### src/rtl/mem_ctrl.sv
// mem_ctrl: arbitrates IF fetches and MEM loads/stores onto one byte-wide RAM port, little-endian.
// Latency: fetch/load done in cycle N+2 after the grant edge, store done in cycle N+1 (N = bytes).
// Backpressure: requesters hold req until done; stallreq_if/stallreq_mem freeze the pipeline meanwhile.
// Optional feature: define MEM_CTRL_IFBUF_EN for a one-entry fetch buffer (a hit completes the next cycle).
module mem_ctrl #(
    parameter int ADDR_W = 17
) (
    input  logic              clk,
    input  logic              rst,
    input  logic              if_req,
    input  logic [31:0]       if_addr,
    input  logic              if_flush,
    output logic [31:0]       if_inst,
    output logic              if_done,
    input  logic              mem_req,
    input  logic              mem_we,
    input  logic [1:0]        mem_size,
    input  logic [31:0]       mem_addr,
    input  logic [31:0]       mem_wdata,
    output logic [31:0]       mem_rdata,
    output logic              mem_done,
    output logic              stallreq_if,
    output logic              stallreq_mem,
    output logic [ADDR_W-1:0] ram_addr,
    output logic              ram_wr,
    output logic [7:0]        ram_dout,
    input  logic [7:0]        ram_din
);

    typedef enum logic [1:0] {
        IDLE  = 2'd0,
        FETCH = 2'd1,
        LOAD  = 2'd2,
        STORE = 2'd3
    } state_t;

    state_t            state_q, state_d;
    logic [2:0]        cnt_q, cnt_d;      // cycles since grant minus one
    logic [2:0]        len_q, len_d;      // bytes in this transaction (1, 2 or 4)
    logic [ADDR_W-1:0] base_q, base_d;
    logic [31:0]       wdata_q, wdata_d;
    logic [23:0]       asm_q, asm_d;      // lower bytes of a read, assembled as they return
    logic [31:0]       if_inst_q, if_inst_d;
    logic [31:0]       mem_rdata_q, mem_rdata_d;

    logic              access;            // a RAM byte access is presented this cycle
    logic              rd_done;           // done cycle of a FETCH or LOAD
    logic              st_done;           // done cycle of a STORE

    // Upper address bits above the RAM width are intentionally ignored.
    logic              unused_mem_hi;
    assign unused_mem_hi = ^mem_addr[31:ADDR_W];

`ifdef MEM_CTRL_IFBUF_EN
    logic              buf_vld_q, buf_vld_d;
    logic [31:0]       buf_addr_q, buf_addr_d;
    logic [31:0]       buf_inst_q, buf_inst_d;
    logic [31:0]       fetch_addr_q, fetch_addr_d;  // full fetch address, tags the buffer
    logic              buf_hit;
`else
    logic              unused_if_hi;
    assign unused_if_hi = ^if_addr[31:ADDR_W];
`endif

    // Byte count for a load/store; the reserved size 11 behaves as a word.
    function automatic logic [2:0] len_of(input logic [1:0] size);
        case (size)
            2'b00:   len_of = 3'd1;
            2'b01:   len_of = 3'd2;
            default: len_of = 3'd4;
        endcase
    endfunction

    // Phase decode: access cycles are cnt 0..N-1, reads finish one cycle after the last byte returns.
    always_comb begin
        access  = (state_q != IDLE) && (cnt_q < len_q);
        rd_done = ((state_q == FETCH) || (state_q == LOAD)) && (cnt_q == len_q + 3'd1);
        st_done = (state_q == STORE) && (cnt_q == len_q);
    end

    // RAM port drive: address base+cnt wraps naturally at ADDR_W bits; quiet outside access cycles.
    always_comb begin
        ram_addr = '0;
        ram_wr   = 1'b0;
        ram_dout = '0;
        if (access) begin
            ram_addr = base_q + ADDR_W'(cnt_q);
            if (state_q == STORE) begin
                ram_wr = 1'b1;
                case (cnt_q[1:0])
                    2'd0:    ram_dout = wdata_q[7:0];
                    2'd1:    ram_dout = wdata_q[15:8];
                    2'd2:    ram_dout = wdata_q[23:16];
                    default: ram_dout = wdata_q[31:24];
                endcase
            end
        end
    end

    assign if_done      = rd_done && (state_q == FETCH);
    assign mem_done     = (rd_done && (state_q == LOAD)) || st_done;
    assign stallreq_if  = if_req & ~if_done & ~if_flush;
    assign stallreq_mem = mem_req & ~mem_done;
    assign if_inst      = if_inst_q;
    assign mem_rdata    = mem_rdata_q;

    // Next-state: arbitration in IDLE, byte sequencing and read assembly in the busy states.
    always_comb begin
        state_d     = state_q;
        cnt_d       = cnt_q;
        len_d       = len_q;
        base_d      = base_q;
        wdata_d     = wdata_q;
        asm_d       = asm_q;
        if_inst_d   = if_inst_q;
        mem_rdata_d = mem_rdata_q;
`ifdef MEM_CTRL_IFBUF_EN
        buf_vld_d    = buf_vld_q;
        buf_addr_d   = buf_addr_q;
        buf_inst_d   = buf_inst_q;
        fetch_addr_d = fetch_addr_q;
        buf_hit      = buf_vld_q && (buf_addr_q == if_addr);
`endif
        case (state_q)
            IDLE: begin
                cnt_d = '0;
                // MEM holds the older instruction, so it wins over IF.
                if (mem_req) begin
                    state_d = mem_we ? STORE : LOAD;
                    base_d  = mem_addr[ADDR_W-1:0];
                    len_d   = len_of(mem_size);
                    wdata_d = mem_wdata;
`ifdef MEM_CTRL_IFBUF_EN
                    // Any store may alias the buffered word.
                    if (mem_we) buf_vld_d = 1'b0;
`endif
                end else if (if_req && !if_flush) begin
                    state_d = FETCH;
                    base_d  = if_addr[ADDR_W-1:0];
                    len_d   = 3'd4;
`ifdef MEM_CTRL_IFBUF_EN
                    fetch_addr_d = if_addr;
                    // A hit jumps straight to the done cycle with the buffered word.
                    if (buf_hit) begin
                        cnt_d     = 3'd5;
                        if_inst_d = buf_inst_q;
                    end
`endif
                end
            end
            FETCH: begin
                if (rd_done) begin
                    state_d = IDLE;
                    cnt_d   = '0;
`ifdef MEM_CTRL_IFBUF_EN
                    buf_vld_d  = 1'b1;
                    buf_addr_d = fetch_addr_q;
                    buf_inst_d = if_inst_q;
`endif
                end else if (if_flush) begin
                    // Abort: the last byte is never committed, so if_inst keeps its old value.
                    state_d = IDLE;
                    cnt_d   = '0;
                end else begin
                    cnt_d = cnt_q + 3'd1;
                    case (cnt_q)
                        3'd1:    asm_d[7:0]   = ram_din;
                        3'd2:    asm_d[15:8]  = ram_din;
                        3'd3:    asm_d[23:16] = ram_din;
                        default: ;
                    endcase
                    if (cnt_q == len_q) if_inst_d = {ram_din, asm_q};
                end
            end
            LOAD: begin
                if (rd_done) begin
                    state_d = IDLE;
                    cnt_d   = '0;
                end else begin
                    cnt_d = cnt_q + 3'd1;
                    case (cnt_q)
                        3'd1:    asm_d[7:0]   = ram_din;
                        3'd2:    asm_d[15:8]  = ram_din;
                        3'd3:    asm_d[23:16] = ram_din;
                        default: ;
                    endcase
                    // Last byte arrives: commit the zero-extended result.
                    if (cnt_q == len_q) begin
                        case (len_q)
                            3'd1:    mem_rdata_d = {24'd0, ram_din};
                            3'd2:    mem_rdata_d = {16'd0, ram_din, asm_q[7:0]};
                            default: mem_rdata_d = {ram_din, asm_q};
                        endcase
                    end
                end
            end
            STORE: begin
                if (st_done) begin
                    state_d = IDLE;
                    cnt_d   = '0;
                end else begin
                    cnt_d = cnt_q + 3'd1;
                end
            end
            default: begin
                state_d = IDLE;
                cnt_d   = '0;
            end
        endcase
    end

    // State registers with synchronous reset; a reset mid-store simply abandons the rest.
    always_ff @(posedge clk) begin
        if (rst) begin
            state_q     <= IDLE;
            cnt_q       <= '0;
            len_q       <= '0;
            base_q      <= '0;
            wdata_q     <= '0;
            asm_q       <= '0;
            if_inst_q   <= '0;
            mem_rdata_q <= '0;
`ifdef MEM_CTRL_IFBUF_EN
            buf_vld_q    <= 1'b0;
            buf_addr_q   <= '0;
            buf_inst_q   <= '0;
            fetch_addr_q <= '0;
`endif
        end else begin
            state_q     <= state_d;
            cnt_q       <= cnt_d;
            len_q       <= len_d;
            base_q      <= base_d;
            wdata_q     <= wdata_d;
            asm_q       <= asm_d;
            if_inst_q   <= if_inst_d;
            mem_rdata_q <= mem_rdata_d;
`ifdef MEM_CTRL_IFBUF_EN
            buf_vld_q    <= buf_vld_d;
            buf_addr_q   <= buf_addr_d;
            buf_inst_q   <= buf_inst_d;
            fetch_addr_q <= fetch_addr_d;
`endif
        end
    end

endmodule
### config.mk
export PLATFORM = sky130hd
export DESIGN_NAME = mem_ctrl
export DESIGN_NICKNAME = d
export VERILOG_FILES = /design/src/rtl/mem_ctrl.sv
export SDC_FILE = /design/constraint.sdc
export NUM_CORES = 1
export LEC_CHECK = 0
export BUFFER_PORTS_ARGS = -buffer_cell sky130_fd_sc_hd__buf_2
export CORE_MARGIN = 2
export CORE_UTILIZATION = 45
export CTS_CLUSTER_DIAMETER = 30
export DETAILED_ROUTE_END_ITERATION = 8
export PLACE_DENSITY = 0.7
export SLEW_MARGIN = 5
export SYNTH_ARGS = -nofsm -noshare
export SYNTH_HDL_FRONTEND = slang
export SYNTH_SLANG_ARGS = --single-unit
### constraint.sdc
create_clock -name clk -period 2.8 [get_ports clk]
set_input_delay 0.42 -clock clk [delete_from_list [all_inputs] [get_ports clk]]
set_output_delay 0.42 -clock clk [all_outputs]
set_load 0.01 [all_outputs]
==> results by stage <==
Die:
- The vertical die dimension is 124 µm.
- The width of the die is 124 µm.
- For this configuration, the core starts out at a cell density of a little under half.
- The total die area is around 0.015 mm².
- The site row count is 43.
- The count of boundary I/O pins is about 210.
- The area inside the core boundary is 0.0140 mm².

Finish:
- The final cell count without fillers is between 1000 and 1500.
- The antenna diode count is 0.
- The net count of the finished layout is 1071.
- The synthesis-to-layout area growth is 27.1%.
- Once layout is done, the placed cells without fillers occupy about 0.0083 mm².
- The layout has 1280 filler cells.
- The share of post-route cells with drive strength above 1 is about a quarter.

Worst setup path:
- The signal on the critical path passes through ha_4 > inv_1 > fa_2 > nor2b_4 > o21ai_4 > or4_1 > a21oi_1 > buf_2.
- The maximum net fanout on the critical path is 7.
- The number of cells on the worst reg-to-reg path is 8.
- The worst setup path is captured at a primary output.
- The critical path's slowest cell is or4_1.
- The worst endpoint data arrival time is 2.29 ns.
- The category of the critical setup timing path is flip-flop to primary output.
- The critical path data required time is roughly 2.4 ns.
- For flop-to-flop paths, the worst setup slack is between 0.6 and 0.7 ns.
- In this run the critical register-to-register path is launched from cnt_q[0].
- The endpoint of the worst-slack reg-to-reg timing path is mem_rdata[29].
- For this run, the slowest stage of the critical path takes 0.40 ns.
- The critical path startpoint category is a flip-flop.

Synth:
- The multiplexer fraction of the synthesized cell area is approximately 6.5%.
- Of all flip-flops after synthesis, the portion carrying an async set or reset was 0%.
- The top-area cell type share of the netlist area is 44.6%.
- The register bit total from synthesis is about 150.
- Sorting the synthesized cells by area gives the leading types as dfxtp_1 (45%), nand2_1 (8.8%), a21oi_1 (7.6%), mux2i_1 (6.5%), nor2_1 (3.7%).
- By area, the combinational part of the netlist is dominated by simple AND/OR/NAND/NOR gates.
- Sequential cells were found to cover between 40% and 50% of the synthesized design area.
- The dominant cell type by area after synthesis is dfxtp_1.
- The adder-cell share of the synthesized area is under 10%.
- Counting flops with a built-in enable in the synthesized netlist gives 0.
- In this run the cell area of the synthesized design comes to 0.00651 mm².
- The number of standard cells after synthesis is approximately 800.
- Dividing the synthesized area by the synthesized cell count gives between 8 and 9 µm².
- The post-synthesis share of cell area spent on and, or, nand and nor gates is 22.9%.
- The most used flip-flop cell after synthesis is dfxtp_1.
- The synthesized netlist devotes 1.29% of its cell area to XOR and XNOR gates.
- The number of library cell types mapped by synthesis is 52.
- The number of nets in the synthesized netlist is 912.
- Summing the areas of all compound-gate instances in the mapped netlist gives ~17% of the synthesized area.
- The number of warnings printed during yosys synthesis is 0.

GRT:
- The via count of the first global-routing pass is approximately 5700.
- met2 is the most crowded layer.
- Global routing used between 6 and 7% of the available met3 tracks.
- The routing usage on met1 is roughly 30%.
- For this run, the total global-route usage over all layers was measured as around 23%.
- The first global-routing pass estimated 28.6 mm of wire.
- The initial antenna violation count is 0.
- Global routing used 36.7% of the available met2 tracks.
- Entering global routing, the biggest net connects 53 pins.
- Summed over all layers, the global routing overflow is 0.

Timing:
- The number of max-slew violations in the final report is 0.
- Setup total negative slack on the finished layout was measured at 0 ns.
- The tightest hold path in the finished design has a slack of 0.230 ns.
- The final hold violation count is 0.
- The highest clock frequency the design can meet is between 300 and 400 MHz.
- The remaining max-slew budget at the tightest pin is a little over half.
- After layout, the minimum clock period comes to 2.71 ns.
- At the pin with the least slew margin, the transition time is 0.707 ns.
- The worst clock skew on the final layout is 0.00843 ns.
- The share of the cycle needed by the critical path after routing is a little over nine tenths.
- The setup violation total in the final timing report is 0.
- Setup repair after global routing left no endpoint under its margin.

Clocking:
- The cell sitting at the root of the clock tree is a clkbuf_16.
- The buffer depth of the longest clock path is 2.
- The TritonCTS buffer count is 17.
- The post-CTS clock slew at the launch and capture registers of the worst setup and hold paths is around 0.060 ns.
- The clock reaches the later pin of the worst-skew pair after 0.43 ns.
- The number of clock sinks seen by CTS is 145.
- The clock tree from TritonCTS is yes.
- In this run the number of H-tree levels came out at 4.

Pwr:
- The overall power consumption is roughly 6.5 mW.
- IR analysis of the VDD net gives a maximum drop of about 0.00042 V.
- Power spread over the standard cell area amounts to 788 mW/mm².
- For this design the static power due to leakage is approximately 3.6 nW.

Drt:
- The post-detailed-route DRC marker count is 0.
- The average vias per placed instance is roughly 5.3.
- The vias after detailed routing is 6012.
- The detail-routed net length per standard cell is between 15 and 20 µm.
- The final wirelength is 17.7 mm.
- The remaining number of nets flagged by the antenna check after routing is 0.
- The first detailed-routing pass ran for 5 iterations.
- For this block, the initial DRC count from the detailed router was 373.

Place:
- During placement, the flow inserted port buffers numbering about 180.
- At the end of routability-driven placement, the weighted congestion stood at approximately 0.83.
- The placed standard-cell area is ~0.0076 mm².
- The cell count after placement is between 1000 and 1500.
- Detailed placement finished with a half-perimeter wire length of 12.5 mm.

Hold path:
- The terminating pin of the worst hold path is wdata_q[5].
- The startpoint of the worst hold path is mem_wdata[5].
- The classification of the worst-slack hold path is input port to flip-flop.
- The cell depth of the worst hold path is 3.

Run:
- The number of maximum-capacitance violations is 0.

Run status:
- The run finished with clean final reports.
==> final cells by class <==
type	count	area, µm²	share of cell area, %
multi-input combinational	564	3400	41.1
sequential	145	2910	35.1
timing repair buffer	196	1060	12.8
clock buffer	20	467	5.64
clock inverter	10	159	1.92
tap	180	225	2.72
inverter	15	56.3	0.680
==> sequential cells by signal, summed over array words and instances (netlist names) <==
| register | count |
|---|---|
| cnt_q | 3 |
| base_q | 17 |
| if_inst | 32 |
| state_q | 2 |
| asm_q | 24 |
| mem_rdata | 32 |
| len_q | 3 |
| wdata_q | 32 |
==> power by group <==
part           internal [mW]  switching (mW)  leakage [nW]
logic                  0.617           0.989          2.08
clock network           1.55           0.855         0.304
registers               2.33           0.194          1.18
==> worst max-delay path by stage <==
stage | from | endpoint | slack (ns) | cells past startpoint
3_5_place_dp | cnt_q[0] | ram_addr[12] | 0.33 | 8
3_3_place_gp | cnt_q[0] | ram_addr[12] | 0.34 | 8
6_report | cnt_q[0] | ram_addr[12] | 0.09 | 8
2_1_floorplan | cnt_q[1] | ram_addr[12] | 0.36 | 6
5_1_grt | cnt_q[0] | ram_addr[14] | 0.0002 | 8
4_1_cts | base_q[0] | ram_addr[12] | 0.02 | 8
==> stage by stage <==
| step | util (%) | worst slack [ns] |
|---|---|---|
| after global placement | 54.0 | 0.342 |
| after detailed placement | 54.0 | 0.328 |
| final | 59.2 | 0.0907 |
| after CTS | 58.8 | 0.0163 |
| after global routing | 59.2 | 0.000169 |
| after floorplan | - | 0.363 |
==> cell families after synthesis <==
family | count (synthesis)
simple gates | 324
compound gates | 171
flops | 145
buf+inv | 71
mux | 42
fa+ha+maj | 20
xor+xnor | 7
==> synth_stat cells (2+ instances only) <==
cell and number:
nand2_1 152, dfxtp_1 145, a21oi_1 99, nor2_1 64, clkbuf_1 48, mux2i_1 42, nand2b_1 35, nand3_1 20
ha_1 19, a211oi_1 18, nor3_1 18, a221oi_1 16, inv_1 15, a222oi_1 8, and3_1 6, o21ai_0 6
nor2b_1 5, o21ai_1 5, xor2_1 5, and2_1 4, o31ai_1 4, or3_1 4, or4_1 4, buf_1 3
buf_2 3, and2b_2 2, buf_6 2, nand4_1 2, nand4_4 2, o211ai_1 2
==> worst max-delay path, delay by kind of cell, from the launching register on <==
family / cells / cell delay (ns)
AO/OA/AOI/OAI: 2 / 0.24
adder cells (fa/ha/maj): 2 / 0.52
buffers and inverters: 2 / 0.19
flip-flops: 1 / 0.35
AND/OR/NAND/NOR: 2 / 0.56
==> per-layer routing <==
layer  share of wire (%)  routed length, µm  vias to the layer above
met5                   0                  0                        -
met4                 1.6                277                        0
met3                 6.4               1140                       21
met2                  47               8250                      170
met1                  45               8060                     2798
li1                    -                  -                     3023
==> cell usage in the layout (no fill, tap or decap), types with 5 or more instances in the layout <==
cell,instances
a211oi_1,18
a21oi_1,99
a221oi_1,16
a222oi_1,8
and3_1,6
buf_2,174
buf_4,20
clkbuf_16,17
dfxtp_1,141
ha_1,17
inv_1,15
mux2i_1,42
nand2_1,151
nand2b_1,35
nand3_1,19
nor2_1,62
nor3_1,18
o21ai_0,6
xor2_1,5
==> timing repair <==
item	CTS	global route
setup endpoints to repair	7	23
hold buffers	0	0
gates resized for setup	8	10
pin swaps	0	3
setup buffers	2	1
Power figures use the tool's default switching activity.
